### src/rtl/mem_arb_pkg.sv
// rtl/mem_arb_pkg.sv - shared encodings and FSM state type for the data memory arbiter
package mem_arb_pkg;

  localparam int DEPTH_DEFAULT = 2048;

  localparam logic [1:0] SZ_WORD = 2'b00;
  localparam logic [1:0] SZ_HALF = 2'b01;
  localparam logic [1:0] SZ_BYTE = 2'b10;

  typedef enum logic [2:0] {
    IDLE = 3'd0,
    RD   = 3'd1,
    WAIT = 3'd2,
    SEND = 3'd3,
    DONE = 3'd4
  } dump_state_t;

endpackage

### src/rtl/store_lane_gen.sv
// rtl/store_lane_gen.sv - store byte enables, lane replication and misalignment detect
module store_lane_gen
  import mem_arb_pkg::*;
#(
  parameter int DATA_W = 32
) (
  input  logic              i_store,
  input  logic [1:0]        i_size,
  input  logic [1:0]        i_addr_lo,
  input  logic [DATA_W-1:0] i_wdata,
  output logic [3:0]        o_be,
  output logic [DATA_W-1:0] o_din,
  output logic              o_misalign
);

  // Decode size/offset into lane enables; misaligned stores get no enables at all
  always_comb begin
    o_be       = 4'b0000;
    o_din      = i_wdata;
    o_misalign = 1'b0;
    case (i_size)
      SZ_HALF: begin
        o_din = {(DATA_W/16){i_wdata[15:0]}};
        if (i_addr_lo[0]) o_misalign = 1'b1;
        else              o_be = i_addr_lo[1] ? 4'b1100 : 4'b0011;
      end
      SZ_BYTE: begin
        o_din = {(DATA_W/8){i_wdata[7:0]}};
        o_be  = 4'b0001 << i_addr_lo;
      end
      default: begin
        // word, and the reserved encoding which behaves as a word
        if (i_addr_lo != 2'b00) o_misalign = 1'b1;
        else                    o_be = 4'b1111;
      end
    endcase
    if (!i_store) begin
      o_be       = 4'b0000;
      o_misalign = 1'b0;
    end
  end

endmodule

### src/rtl/data_mem_arbiter.sv
// rtl/data_mem_arbiter.sv - single-port data RAM shared by the MEM stage and a debug dump walker
module data_mem_arbiter
  import mem_arb_pkg::*;
#(
  parameter int DATA_W = 32,
  parameter int ADDR_W = 11,
  parameter int DEPTH  = DEPTH_DEFAULT
) (
  input  logic              clk,
  input  logic              reset,
  input  logic              pipe_req,
  input  logic              pipe_we,
  input  logic [1:0]        pipe_size,
  input  logic [31:0]       pipe_addr,
  input  logic [DATA_W-1:0] pipe_wdata,
  output logic [DATA_W-1:0] pipe_rdata,
  output logic              pipe_rvalid,
  output logic              pipe_misalign,
  input  logic              dbg_start,
  output logic [DATA_W-1:0] dbg_data,
  output logic              dbg_valid,
  input  logic              dbg_ready,
  output logic              dbg_busy,
  output logic              dbg_done,
  output logic              ram_en,
  output logic [3:0]        ram_we,
  output logic [ADDR_W-1:0] ram_addr,
  output logic [DATA_W-1:0] ram_din,
  input  logic [DATA_W-1:0] ram_dout
);

  localparam logic [ADDR_W-1:0] LAST = ADDR_W'(DEPTH - 1);

  dump_state_t       r_state;
  logic [ADDR_W-1:0] r_cnt;
  logic [DATA_W-1:0] r_dbg_data;
  logic              r_dbg_valid;
  logic              r_dbg_done;
  logic              r_pipe_rvalid;
  logic              r_pipe_misalign;

  logic [3:0]        w_be;
  logic [DATA_W-1:0] w_din;
  logic              w_misalign;
  logic              w_pipe_go;
  logic              w_dump_rd;
  logic              w_unused_addr;

  store_lane_gen #(.DATA_W(DATA_W)) u_lane (
    .i_store    (pipe_we),
    .i_size     (pipe_size),
    .i_addr_lo  (pipe_addr[1:0]),
    .i_wdata    (pipe_wdata),
    .o_be       (w_be),
    .o_din      (w_din),
    .o_misalign (w_misalign)
  );

  // Bits above the RAM's address range do not select anything
  assign w_unused_addr = ^pipe_addr[31:ADDR_W+2];

  assign w_pipe_go = pipe_req & ~reset;
  assign w_dump_rd = (r_state == RD) & ~pipe_req & ~reset;

  // RAM port mux: the pipeline always wins, the dump only reads in otherwise idle RD cycles
  always_comb begin
    ram_en   = 1'b0;
    ram_we   = 4'b0000;
    ram_addr = '0;
    ram_din  = '0;
    if (w_pipe_go) begin
      ram_en   = 1'b1;
      ram_we   = w_be;
      ram_addr = pipe_addr[ADDR_W+1:2];
      ram_din  = w_din;
    end else if (w_dump_rd) begin
      ram_en   = 1'b1;
      ram_addr = r_cnt;
    end
  end

  // Load-return and misalign flags, one cycle behind the pipeline request
  always_ff @(posedge clk) begin
    if (reset) begin
      r_pipe_rvalid   <= 1'b0;
      r_pipe_misalign <= 1'b0;
    end else begin
      r_pipe_rvalid   <= pipe_req & ~pipe_we;
      r_pipe_misalign <= pipe_req & w_misalign;
    end
  end

  // Dump walker: read word, capture it, hand it to the consumer, advance until the last word
  always_ff @(posedge clk) begin
    if (reset) begin
      r_state     <= IDLE;
      r_cnt       <= '0;
      r_dbg_data  <= '0;
      r_dbg_valid <= 1'b0;
      r_dbg_done  <= 1'b0;
    end else begin
      r_dbg_done <= 1'b0;
      case (r_state)
        IDLE: begin
          if (dbg_start) begin
            r_cnt   <= '0;
            r_state <= RD;
          end
        end
        RD: begin
          if (!pipe_req) r_state <= WAIT;
        end
        WAIT: begin
          r_dbg_data  <= ram_dout;
          r_dbg_valid <= 1'b1;
          r_state     <= SEND;
        end
        SEND: begin
          if (dbg_ready) begin
            r_dbg_valid <= 1'b0;
            if (r_cnt == LAST) begin
              r_dbg_done <= 1'b1;
              r_state    <= DONE;
            end else begin
              r_cnt   <= r_cnt + ADDR_W'(1);
              r_state <= RD;
            end
          end
        end
        DONE: begin
          r_state <= IDLE;
        end
        default: begin
          r_state <= IDLE;
        end
      endcase
    end
  end

  assign pipe_rdata    = r_pipe_rvalid ? ram_dout : '0;
  assign pipe_rvalid   = r_pipe_rvalid;
  assign pipe_misalign = r_pipe_misalign;
  assign dbg_data      = r_dbg_data;
  assign dbg_valid     = r_dbg_valid;
  assign dbg_done      = r_dbg_done;
  assign dbg_busy      = (r_state != IDLE);

endmodule

### config.mk
export PLATFORM = sky130hd
export DESIGN_NAME = data_mem_arbiter
export DESIGN_NICKNAME = d
export VERILOG_FILES = /design/src/rtl/mem_arb_pkg.sv /design/src/rtl/store_lane_gen.sv /design/src/rtl/data_mem_arbiter.sv
export SDC_FILE = /design/constraint.sdc
export NUM_CORES = 1
export LEC_CHECK = 0
export ABC_AREA = 0
export BUFFER_PORTS_ARGS = -buffer_cell sky130_fd_sc_hd__buf_2
export CAP_MARGIN = 10
export CORE_ASPECT_RATIO = 0.8
export CORE_MARGIN = 2
export CORE_UTILIZATION = 35
export CTS_BUF_LIST = sky130_fd_sc_hd__clkbuf_4
export CTS_CLUSTER_DIAMETER = 100
export DETAILED_ROUTE_END_ITERATION = 10
export GPL_TIMING_DRIVEN = 0
export PLACE_DENSITY_LB_ADDON = 0.08
export RECOVER_POWER = 100
export SLEW_MARGIN = 20
export SYNTH_ARGS = -nofsm -noshare
export SYNTH_HDL_FRONTEND = slang
export SYNTH_SLANG_ARGS = --single-unit
### constraint.sdc
create_clock -name clk -period 1.8 [get_ports clk]
set_clock_uncertainty 0.2 [all_clocks]
set_input_delay 0.09 -clock clk [delete_from_list [all_inputs] [get_ports clk]]
set_output_delay 0.09 -clock clk [all_outputs]
set_load 0.01 [all_outputs]
==> results of run 1 <==
## synthesized netlist by cell type, types with 6 or more instances
master     n  share of area, %
nor3_1     9               1.5
nor2_1    41               5.3
o21ai_0    9               1.5
nand2_1   81                10
buf_2      7               1.2
dfxtp_1   50                34
clkbuf_1  24               3.1
a22o_1    11               3.3
and2_1    42               9.0
a311oi_1   6               1.8
a21oi_1   51               8.7
a22oi_1   23               5.9
## logic make-up (layout without fill, tap and decap cells)
group	Yosys count	in the layout	synth area share, %
muxes	3	3	1.025
adders and majority gates	3	3	1.281
and+or+nand+nor	203	203	33.43
AOI/OAI and AO/OA	112	112	24.55
buffers and inverters	40	301	5.551
DFF	50	50	34.16
## final cells by class
type                       instances  area [sq um]
inverter                           5         18.77
tap                              108         135.1
buffer                            32         183.9
timing repair buffer             256          1499
sequential                        50          1016
clock inverter                     3         16.27
fill                             809          3233
clock buffer                       5         37.54
multi-input combinational        321          1879
## sequential cells by signal (all words and copies together), names as in the netlist
register / flops
dbg_done: 1
dbg_data: 32
dbg_valid: 1
r_cnt: 11
pipe_rvalid: 1
r_state: 3
pipe_misalign: 1
## worst min path at each step
stage	from	end	slack, ns	depth (start not counted)
floorplan	pipe_we	pipe_rvalid	-0.04	1
CTS	pipe_req	r_state[1]	0.0005	4
finish	reset	r_cnt[3]	0.02	3
detailed placement	pipe_we	pipe_rvalid	0.07	2
global route	reset	r_cnt[3]	0.05	3
global placement	pipe_we	pipe_rvalid	0.07	2
## placed cells by master, fill, tap and decap left out, types with 3 or more instances in the layout
cell type	n
inv_1	5
mux2i_1	3
clkbuf_4	7
nand3_1	4
a311oi_1	6
nand2b_1	3
nand4b_1	3
dfxtp_2	3
nor3_1	8
a21oi_1	50
buf_4	16
buf_6	6
nand2_1	81
and2_0	4
clkbuf_1	51
a22oi_1	22
a22o_1	11
dfxtp_1	44
dlygate4sd3_1	38
o21ai_0	7
clkbuf_2	6
dfxtp_4	3
nor2_4	3
buf_2	164
and2_1	38
nor2_1	38
a31oi_1	5
## worst min-delay path, cell delays in order
cell,delay [ns]
clkbuf_1,0.19
nand2b_1,0.20
o21ai_1,0.10
## metal layers
metal	vias to the layer above	track usage (%)
met5	-	0
met4	0	6.459
met3	16	5.395
met2	129	39.28
met1	1819	28.39
li1	1947	-
## stage by stage
stage / instance area [sq um] / hold slack [ns] / std cells / setup WS (ns) / utilization, %
2_1_floorplan: 2943 / -0.03762 / 411 / 0.01704 / -
3_3_place_gp: 4074 / 0.07262 / 718 / -0.1856 / 50.80
3_5_place_dp: 4074 / 0.07040 / 718 / -0.2217 / 50.80
4_1_cts: 4602 / 0.0004723 / 768 / -0.3269 / 57.39
5_1_grt: 4786 / 0.05366 / 780 / -0.3063 / 59.68
6_report: 4786 / 0.02447 / 780 / -0.1995 / 59.68
## power by group
group	internal (W)	leakage [nW]	switching [W]
clock network	0.000147	0.0303	0.000366
registers	0.00114	0.409	0.0000228
logic	0.000356	1.72	0.000405
total	0.00164	2.16	0.000794
## repair_timing
action,CTS,global route
endpoints found under the hold margin,38,2
endpoints found under the setup margin,43,107
pin swaps,14,16
gates resized for setup,22,62
hold buffers,36,2
gates cloned,1,0
buffers inserted,6,12
==> flow_summary_export.csv, run 1 <==
group,metric,value,unit
clock_network,tritoncts,"done",
synthesis,syn_area_per_cell,7.130,sq um
clock_network,clkTransAtPathRegs,0.16,ns
cells_and_area,syn_to_final_growth,63.32,%
clock_network,cts_buffer_depth,2,
global_route,grt_pass1_wl,16.86,mm
floorplanning,die_h,85.84,um
clock_network,ctsRootBufferMaster,"clkbuf_4",
global_route,track_usage,22.73,%
routing,wirelength,11.23,mm
routing,drt_iter0_drc,110,
worst_setup_path,worstPathArrival,1.71,ns
floorplanning,rows,29,
cells_and_area,drive_gt1_share,33.93,%
run_status,violations,"negative setup slack",
routing,met2WireLength,5.598,mm
synthesis,synth-edff-count,0,
clock_network,htree_levels,2,
timing,min_period,2.000,ns
power,finalPower,0.002438,W
timing,tightest_slew,0.5397,ns
timing,fin_tns_setup,-2.335,ns
global_route,gr-total-overflow,0,
timing,rsz0062_at_grt,"yes",
worst_setup_path,cpMaxStageDelayCell,"dfxtp_4",
synthesis,synth_nets,518,
routing,wl_per_cell,14.39,um
global_route,antenna_found_initial,0,
timing,report.final.slew_viol_count,0,
timing,slew_headroom,64.02,%
worst_setup_path,crit_buf_inv,3,
synthesis,synth_area,2930,sq um
synthesis,synth_ff_type,"dfxtp_1",
cells_and_area,final_nets,778,
cells_and_area,n_antenna_cell,0,
placement,portBuffers,199,
timing,setup_ws,-0.1995,ns
routing,highest_layer,"met4",
floorplanning,start_util,36.54,%
run_status,status,"finished, violations left",
power,ir_drop,0.3025,mV
worst_setup_path,crit_type,"reg -> out",
timing,fin_crit_sh,111.1,%
placement,dp_hpwl,7.989,mm
global_route,grt_pass1_vias,3590,
synthesis,ys_seq_area_share,34.16,%
worst_setup_path,worst-r2r-setup-slack,-0.03,ns
worst_setup_path,worst-path-stages,5,
floorplanning,fp.dieW,106.3,um
worst_setup_path,critPathLaunch,"r_state[1]",
routing,ant_nets,0,
routing,met1Wirelength,4.792,mm
worst_setup_path,worstReg2RegEnd,"dbg_data[21]",
floorplanning,core_area,8019,sq um
timing,fmax,500.1,MHz
routing,viasPerCell,5.014,
floorplanning,die_area,9125,sq um
clock_network,cts.sink_count,50,
worst_setup_path,cp_top_family,"buffers and inverters",
synthesis,synthDistinctLibCells,40,
routing,met3_wirelength,657,um
routing,drc_errors,0,
job,max_cap_violations,0,
routing,firstDrtPassIters,5,
worst_setup_path,crit_chain,"buf_8 > nor4_4 > buf_4 > a22o_1 > buf_2",
worst_setup_path,cp.required,1.51,ns
synthesis,yosysWarnings,0,
global_route,grt_max_degree,16,
power,p_per_area,509.4,nW/um^2
routing,vias,3911,
power,leakagePower,2.160,nW
worst_setup_path,end_kind,"output port",
worst_setup_path,max_stage_delay,0.38,ns
worst_setup_path,regToRegStartpoint,"r_state[1]",
clock_network,numCtsBuffers,5,
worst_setup_path,crit_end,"ram_addr[6]",
placement,place_congestion,0.7988,
timing,finalHoldViolations,0,
floorplanning,io_pins,221,
worst_setup_path,critPathLaunchType,"flip-flop",
synthesis,ys_seq_elements,50,
synthesis,ys_async_sr_fraction,0,%
timing,setup_viol,38,
hold_path,min_path_type,"in -> reg",
worst_setup_path,crit_fanout,5,
worst_setup_path,r2r_cells,7,
synthesis,netlist_instances,411,
clock_network,clk_latency,0.36,ns
Note: power is estimated with default switching activity, not from simulation.
==> run 2, diff against run 1 <==
Settings changed: CORE_UTILIZATION 35 to 38.
==> run 2 against run 1 <==
Effect of this change:
- the run still ends with negative setup slack left
- sequential share of layout area is 0.94 points lower
- register-to-register slack worse by 0.19 ns
- worst hold slack better by 0.028 ns
- utilization is 7.2 points higher
- final area is 3.7% higher
- combinational power is 5.4% higher
- clock power is 30% higher
- via count is 1.7% higher
- largest cell class unchanged
==> flow_summary_export.csv, run 2 (same netlist as run 1, synthesis figures left out) <==
group,metric,value,unit
run_status,status,"finished, violations left",
run_status,violations,"negative setup slack",
worst_setup_path,end_kind,"output port",
global_route,grt_max_degree,17,
placement,place_congestion,0.8150,
timing,report.final.slew_viol_count,0,
clock_network,clk_latency,0.37,ns
power,pwr-share-clk,25.3,%
timing,min_period,2.084,ns
power,intPower,0.001816,W
clock_network,cts_buffer_depth,2,
global_route,track_usage,23.80,%
power,switching_power,0.0008218,W
cells_and_area,layout_commonest_cell,"buf_2",
routing,drt_iter0_drc,118,
cells_and_area,drive_gt1_share,38.19,%
power,finalPower,0.002637,W
global_route,antenna_found_initial,0,
routing,wirelength,11.23,mm
worst_setup_path,cp.required,1.51,ns
clock_network,ctsRootBufferMaster,"clkbuf_4",
global_route,gr-total-overflow,0,
floorplanning,io_pins,221,
placement,dp_hpwl,7.646,mm
worst_setup_path,crit_type,"reg -> out",
placement,place_inst,715,
clock_network,htree_levels,2,
timing,tightest_slew,0.6264,ns
power,combinationalPowerShare,30.4,%
floorplanning,die_h,82.55,um
power,leakagePower,2.256,nW
timing,setup_viol,28,
job,max_cap_violations,0,
timing,fin_crit_sh,115.8,%
worst_setup_path,worstPathArrival,1.79,ns
routing,vias,3976,
floorplanning,die_area,8434,sq um
global_route,grt_pass1_wl,16.04,mm
timing,slew_headroom,58.24,%
clock_network,clkTransAtPathRegs,0.16,ns
cells_and_area,n_antenna_cell,0,
floorplanning,fp.dieW,102.2,um
placement,portBuffers,199,
worst_setup_path,worst-r2r-setup-slack,-0.22,ns
cells_and_area,largest_reg_flops,32,
clock_network,numCtsBuffers,5,
clock_network,tritoncts,"done",
floorplanning,start_util,39.45,%
timing,rsz0062_at_grt,"yes",
floorplanning,core_area,7427,sq um
cells_and_area,nFillCells,703,
cells_and_area,syn_to_final_growth,69.43,%
power,p_sw_share,31.16,%
worst_setup_path,critPathLaunchType,"flip-flop",
floorplanning,rows,28,
cells_and_area,final_nets,779,
power,seqPwrFrac,44.3,%
routing,wl_per_cell,14.43,um
worst_setup_path,crit_fanout,5,
cells_and_area,fin_cells,778,
cells_and_area,mostFrequentLayoutCells,"165 x buf_2, 71 x nand2_1, 49 x clkbuf_1, 45 x dfxtp_1, 42 x and2_1",
global_route,grt_pass1_vias,3347,
clock_network,cts.sink_count,50,
power,ir_drop,0.2911,mV
timing,fmax,479.8,MHz
routing,ant_nets,0,
timing,finalHoldViolations,0,
routing,drc_errors,0,
power,p_per_area,531.2,nW/um^2
routing,firstDrtPassIters,5,
routing,viasPerCell,5.111,
hold_path,min_path_type,"in -> reg",
timing,setup_ws,-0.2844,ns
## run 2: stage by stage
step / worst slack [ns] / TNS (ns) / area (sq um) / hold WS, ns / util, %
floorplan: 0.01704 / 0 / 2943 / -0.03762 / -
global placement: -0.1897 / -3.681 / 4070 / 0.06639 / 54.80
detailed placement: -0.2502 / -5.036 / 4070 / 0.06966 / 54.80
CTS: -0.2985 / -2.944 / 4672 / 0.02552 / 62.90
global route: -0.4055 / -8.211 / 4965 / 0.09268 / 66.85
finish: -0.2844 / -4.588 / 4965 / 0.05221 / 66.85
## run 2: per-layer routing
layer | vias up | GRT usage, % | share of wire (%)
met2 | 153 | 42.89 | 50
met1 | 1860 | 28.96 | 42
met4 | 0 | 5.867 | 1.2
li1 | 1948 | - | -
met5 | - | 0 | 0
met3 | 15 | 5.303 | 6.3
## run 2: path summary, 6_finish.rpt
| check | from | to | depth (start not counted) |
|---|---|---|---|
| worst min-delay path | reset | r_cnt[3] | 4 |
| worst min register to register | dbg_data[14] | dbg_data[14] | 2 |
| worst max-delay path | r_state[2] | ram_addr[0] | 6 |
| worst max register to register | r_state[2] | r_cnt[1] | 8 |
## run 2: layout make-up
class                      count  area (sq um)  share of cell area [%]
inverter                       5         18.77                  0.3780
buffer                        33         192.7                   3.881
clock buffer                   5         37.54                  0.7560
tap                          105         131.4                   2.646
multi-input combinational    321          1997                   40.22
timing repair buffer         256          1536                   30.95
clock inverter                 3         43.79                  0.8821
sequential                    50          1007                   20.29
## run 2: repair_timing
item | 4_1_cts | 5_1_grt
endpoints found under the setup margin | 42 | 101
hold endpoints to repair | 37 | 0
resized for setup | 27 | 88
gates cloned | 1 | 2
pin swaps | 15 | 22
buffers inserted | 6 | 10
hold buffers | 38 | 0
## run 2: worst max-delay path: stages (launching register included)
cell and delay (ns):
dfxtp_2 0.36, buf_6 0.11, nand2b_4 0.15, nor4_4 0.36, buf_4 0.20, a22o_1 0.13
buf_2 0.13
## run 2: power by group through the flow
stage	registers [W]	clock network [W]	logic, W
floorplan	0.00120	0	0.000324
global placement	0.00119	0	0.000611
finish	0.00117	0.000668	0.000802
CTS	0.00117	0.000688	0.000717
detailed placement	0.00119	0	0.000617
global route	0.00117	0.000720	0.000871
